<file path="src/rtl/decimal2binary_pkg.sv">
// Shared definitions for the BCD <-> binary converter pair: FSM encodings and
// BCD digit constants.
package decimal2binary_pkg;

    typedef enum logic [1:0] {
        S_IDLE  = 2'b00,
        S_ACCUM = 2'b01,
        S_DONE  = 2'b10
    } state_t;

    localparam int          BCD_DIGIT_W   = 4;
    localparam logic [3:0]  BCD_MAX_DIGIT = 4'd9;

    function automatic logic bcd_digit_bad(input logic [BCD_DIGIT_W-1:0] d);
        return d > BCD_MAX_DIGIT;
    endfunction

endpackage

</file>
<file path="src/rtl/bcd_mac_digit.sv">
// One Horner step of BCD-to-binary conversion: acc*10 + digit, plus a flag
// for a nibble that is not a legal decimal digit.
module bcd_mac_digit
    import decimal2binary_pkg::*;
#(
    parameter int ACC_W = 20
) (
    input  logic [ACC_W-1:0]       acc,
    input  logic [BCD_DIGIT_W-1:0] digit,
    output logic [ACC_W-1:0]       acc_next,
    output logic                   digit_bad
);

    // acc*10 as shift-add; the caller sizes ACC_W so this never wraps
    always_comb begin
        acc_next  = (acc << 3) + (acc << 1) + ACC_W'(digit);
        digit_bad = bcd_digit_bad(digit);
    end

endmodule

</file>
<file path="src/rtl/decimal2binary.sv">
// Iterative packed-BCD to unsigned binary converter, one digit per clock,
// most significant digit first, with level start / held done handshake.
module decimal2binary
    import decimal2binary_pkg::*;
#(
    parameter int NDIGITS = 5,
    parameter int OUT_W   = 16
) (
    input  logic                          clk,
    input  logic                          rst,
    input  logic                          start,
    input  logic [BCD_DIGIT_W*NDIGITS-1:0] din,
    output logic [OUT_W-1:0]              out,
    output logic                          done1,
    output logic                          err,
    output logic                          ovf
);

    localparam int ACC_W = BCD_DIGIT_W * NDIGITS;
    localparam int CNT_W = (NDIGITS > 1) ? $clog2(NDIGITS) : 1;
    localparam int EXT_W = ((ACC_W > OUT_W) ? ACC_W : OUT_W) + 1;
    localparam logic [EXT_W-1:0] OUT_LIM  = (EXT_W'(1) << OUT_W) - EXT_W'(1);
    localparam logic [CNT_W-1:0] CNT_LAST = CNT_W'(NDIGITS - 1);

    state_t             state;
    logic [ACC_W-1:0]   sr;
    logic [ACC_W-1:0]   acc;
    logic [CNT_W-1:0]   cnt;
    logic               bad;

    logic [ACC_W-1:0]   acc_next;
    logic               digit_bad;
    logic               bad_final;
    logic [OUT_W-1:0]   res_out;
    logic               res_err;
    logic               res_ovf;

    // Result selection: an illegal digit wins over overflow, overflow saturates.
    function automatic logic [OUT_W+1:0] resolve(input logic [ACC_W-1:0] f,
                                                 input logic             is_bad);
        logic [EXT_W-1:0] fe;
        fe = EXT_W'(f);
        if (is_bad)
            return {{OUT_W{1'b0}}, 1'b1, 1'b0};
        else if (fe > OUT_LIM)
            return {{OUT_W{1'b1}}, 1'b0, 1'b1};
        else
            return {OUT_W'(f), 1'b0, 1'b0};
    endfunction

    bcd_mac_digit #(
        .ACC_W (ACC_W)
    ) u_mac (
        .acc       (acc),
        .digit     (sr[ACC_W-1 -: BCD_DIGIT_W]),
        .acc_next  (acc_next),
        .digit_bad (digit_bad)
    );

    always_comb begin
        bad_final = bad | digit_bad;
        {res_out, res_err, res_ovf} = resolve(acc_next, bad_final);
    end

    always_ff @(posedge clk) begin
        if (rst) begin
            state <= S_IDLE;
            sr    <= '0;
            acc   <= '0;
            cnt   <= '0;
            bad   <= 1'b0;
            out   <= '0;
            done1 <= 1'b0;
            err   <= 1'b0;
            ovf   <= 1'b0;
        end else begin
            case (state)
                S_IDLE: begin
                    done1 <= 1'b0;
                    if (start) begin
                        sr    <= din;
                        acc   <= '0;
                        cnt   <= '0;
                        bad   <= 1'b0;
                        state <= S_ACCUM;
                    end
                end
                S_ACCUM: begin
                    acc <= acc_next;
                    bad <= bad_final;
                    sr  <= sr << BCD_DIGIT_W;
                    cnt <= cnt + CNT_W'(1);
                    if (cnt == CNT_LAST) begin
                        out   <= res_out;
                        err   <= res_err;
                        ovf   <= res_ovf;
                        cnt   <= '0;
                        done1 <= 1'b1;
                        state <= S_DONE;
                    end
                end
                S_DONE: begin
                    // done1 tracks S_DONE exactly, so it drops as we leave
                    if (!start) begin
                        done1 <= 1'b0;
                        state <= S_IDLE;
                    end else begin
                        done1 <= 1'b1;
                    end
                end
                default: state <= S_IDLE;
            endcase
        end
    end

endmodule

</file>
<file path="config.mk">
export PLATFORM = sky130hd
export DESIGN_NAME = decimal2binary
export DESIGN_NICKNAME = d
export VERILOG_FILES = /design/src/rtl/decimal2binary_pkg.sv /design/src/rtl/bcd_mac_digit.sv /design/src/rtl/decimal2binary.sv
export SDC_FILE = /design/constraint.sdc
export NUM_CORES = 1
export LEC_CHECK = 0
export ABC_AREA = 1
export CAP_MARGIN = 20
export CORE_ASPECT_RATIO = 0.75
export CORE_MARGIN = 2
export CORE_UTILIZATION = 40
export DETAILED_ROUTE_END_ITERATION = 8
export HOLD_SLACK_MARGIN = 0.02
export SKIP_LAST_GASP = 1
export SYNTH_ARGS = -nofsm -noshare
export SYNTH_HDL_FRONTEND = slang
export SYNTH_SLANG_ARGS = --single-unit
</file>
<file path="constraint.sdc">
create_clock -name clk -period 3 [get_ports clk]
set_input_delay 0.6 -clock clk [delete_from_list [all_inputs] [get_ports clk]]
set_output_delay 0.6 -clock clk [all_outputs]
set_load 0.02 [all_outputs]
</file>
==> reports/metrics.yaml <==
status:
  status: "complete, no violations"
route:
  vias: 3594
  routed_wl_um: 9890
  drtAntennaViolNets: 0
  drtIter0Drc: 152
  wl_per_cell_um: 13.7
  drcViolationCount: 0
  first_pass_iters: 5
  avgViaCountPerCell: 4.97
logic_synthesis:
  ys_seq_area_share_pct: 32.3
  muxShareOfSynthArea_pct: 0
  synth_compound_area_share_pct: 17.1
  avgSynthCellArea_um2: 7.21
  yosys.area_share.xor_xnor_pct: 1.99
  ys_ff_latch: 64
  synth_top_cell_by_area: "dfxtp_1"
  synth_cells: 550
  ys_warn_count: 0
  synth_top_family_by_area: "simple AND/OR/NAND/NOR gates"
  syn-cell-area_mm2: 0.00396
  synth_nets: 615
  synth_adder_area_share_pct: 13.6
  synth_top_area_share_pct: 32.3
  synthSimpleGateAreaFrac_pct: 25.9
  synth.distinct_cells: 35
  synth_area_leaders: "dfxtp_1 (32%), nand2_1 (15%), ha_1 (13%)"
place:
  gp_congestion: 0.891
  dpl.hpwl_um: 7290
  port_buffers: 41
timing:
  fin_crit_sh_pct: 89.3
  setup_violations: 0
  max_freq_mhz: 373
  clock_skew_ns: 0.00921
  finalSetupTns_ns: 0
  holdWs_ns: 0.473
  fin_crit_ns: 2.68
  worst_pin_slew_ns: 0.559
  finalHoldViolCount: 0
  relSlewSlack_pct: 62.7
  drv_slew: 0
  rsz0062_at_grt: "false"
power_and_ir_drop:
  p_total_mw: 2.99
  comb_power_share_pct: 29.4
  irDropWorstVdd_uv: 330
  p_clk_share_pct: 34.4
  leakage_nw: 2.18
  power_density_mw_per_mm2: 629
  seqPwrFrac_pct: 36.1
  p_switching_mw: 1.05
  netSwitchingFraction_pct: 35.0
  p_int_mw: 1.94
die:
  fp.dieH_um: 90.2
  die_w_um: 119
  io_pins: 42
  core_mm2: 0.00966
  num_rows: 31
  die-area_mm2: 0.0107
  start_util_pct: 41.0
worst_setup_path:
  r2r_setup_slack_ns: 0.32
  cp-start-kind: "flip-flop"
  setup.worst_path.class: "flip-flop to flip-flop"
  cp_max_fo: 17
  cp-end-kind: "flip-flop"
  crit_arrival_ns: 2.87
  required_ns: 3.20
finish:
  areaGrowthSynthToFinish_pct: 20.1
  layout-drive-gt1-share_pct: 11.0
  final_util_pct: 49.3
  fill_cells: 958
  final_nets: 653
  n_antenna_cell: 0
global_route:
  track_usage_pct: 19.3
  grt_max_degree: 46
  grt_pass1_wl_um: 16600
  overflow: 0
  grt_antenna_before_repair: 0
  grt_pass1_vias: 3360
clocking:
  clock_path_buffers: 2
  htree_levels: 3
  clkSinkCount: 64
  cts_root_buf: "clkbuf_16"
  clock_latency_ns: 0.33
  cts_resized: 0
  post_cts_buffers: 0
  cts_tree: "built"
  clk_pin_slew_ns: 0.06
  ctsHoldBuffers: 0
  cts_buffers: 9
flow_run:
  maxCapViolCount: 0
worst_hold_path:
  min_path_type: "flip-flop to flip-flop"
==> layout by cell type, fill, tap and decap left out, types with 2 or more instances in the layout <==
| cell | instances |
|---|---|
| clkbuf_16 | 9 |
| buf_4 | 6 |
| nor3_1 | 2 |
| nor2_2 | 3 |
| a21oi_1 | 45 |
| fa_1 | 2 |
| o21ai_0 | 26 |
| ha_1 | 40 |
| nand3_2 | 5 |
| inv_1 | 61 |
| dfxtp_1 | 64 |
| nand3b_1 | 2 |
| inv_2 | 6 |
| nand2_1 | 160 |
| xnor2_1 | 4 |
| a21oi_2 | 11 |
| nor2_1 | 19 |
| or2_2 | 6 |
| a22o_1 | 3 |
| a22oi_1 | 4 |
| a211oi_1 | 3 |
| a31oi_1 | 17 |
| nand2_2 | 9 |
| nor3_2 | 2 |
| nand3_1 | 24 |
| xor2_1 | 5 |
| clkdlybuf4s50_1 | 40 |
==> logic make-up (layout without fill, tap and decap cells) <==
family                   count (synthesis)  after routing
AND/OR/NAND/NOR                        235            235
AO/OA/AOI/OAI                          113            113
buffers and inverters                   87            128
flip-flops                              64             64
adder cells (fa/ha/maj)                 42             42
XOR/XNOR                                 9              9
==> power groups by stage <==
stage               clock network, mW  logic (mW)  registers [mW]
finish                           1.03       0.881            1.08
global route                     1.08       0.998            1.10
CTS                              1.05       0.882            1.08
detailed placement                  0       0.878            1.10
global placement                    0       0.866            1.09
floorplan                           0       0.639            1.08
==> sequential cells by signal, indices dropped and copies added (netlist names) <==
name and count:
bad 1, cnt 3, ovf 1, state 2, err 1, acc 19, sr 20, out 16
done1 1
==> critical path: stages (launching register included) <==
cell and delay (ns):
dfxtp_1 0.33, inv_1 0.06, fa_1 0.61, inv_1 0.06
ha_1 0.30, nand3_1 0.10, nand3_2 0.10, nand2_1 0.09
nand2_2 0.07, nand2_1 0.10, nand2_1 0.06, nand2_1 0.06
nand2_1 0.07, nor2_2 0.10, nand3_2 0.08, nand2_4 0.23
a21oi_1 0.11
==> final timing paths <==
check         start      end  cells after the start
max reg2reg  sr[19]  out[10]                     16
max          sr[19]  out[10]                     16
min           sr[3]    sr[3]                      2
min reg2reg   sr[3]    sr[3]                      2
==> per-layer routing <==
| metal | GRT usage, % | up-vias | wire (µm) |
|---|---|---|---|
| met3 | 4.19 | 10 | 546 |
| met1 | 29.5 | 1615 | 5350 |
| met4 | 4.76 | 0 | 100 |
| met5 | 0 | - | 0 |
| met2 | 27.0 | 95 | 3900 |
| li1 | - | 1874 | - |
==> cell usage after synthesis (all sizes together) <==
master	count
a211o	1
a211oi	3
a21oi	57
a22o	3
a22oi	4
a31oi	17
buf	9
clkbuf	11
dfxtp	64
fa	2
ha	40
inv	67
nand2	170
nand3	29
nand3b	2
nand4	1
nor2	23
nor3	4
o211ai	1
o21ai	26
o21bai	1
or2	6
xnor2	4
xor2	5
==> layout make-up <==
cell class              instances  area, µm²  share of cell area (%)
clock buffers                  11        243                    5.10
clock inverters                 3       43.8                   0.920
inverters                      67        251                    5.28
multi-input cells             399       2320                    48.8
flip-flops and latches         64       1280                    26.9
well taps                     132        165                    3.47
repair buffers                 47        450                    9.46
==> per-stage QoR <==
step / cell area (µm²) / instances / worst slack [ns]
2_1_floorplan: 3960 / 550 / 0.531
3_3_place_gp: 4470 / 709 / 0.391
3_5_place_dp: 4470 / 709 / 0.328
4_1_cts: 4760 / 723 / 0.311
5_1_grt: 4760 / 723 / 0.0757
6_report: 4760 / 723 / 0.322
Note: power is estimated with default switching activity, not from simulation.
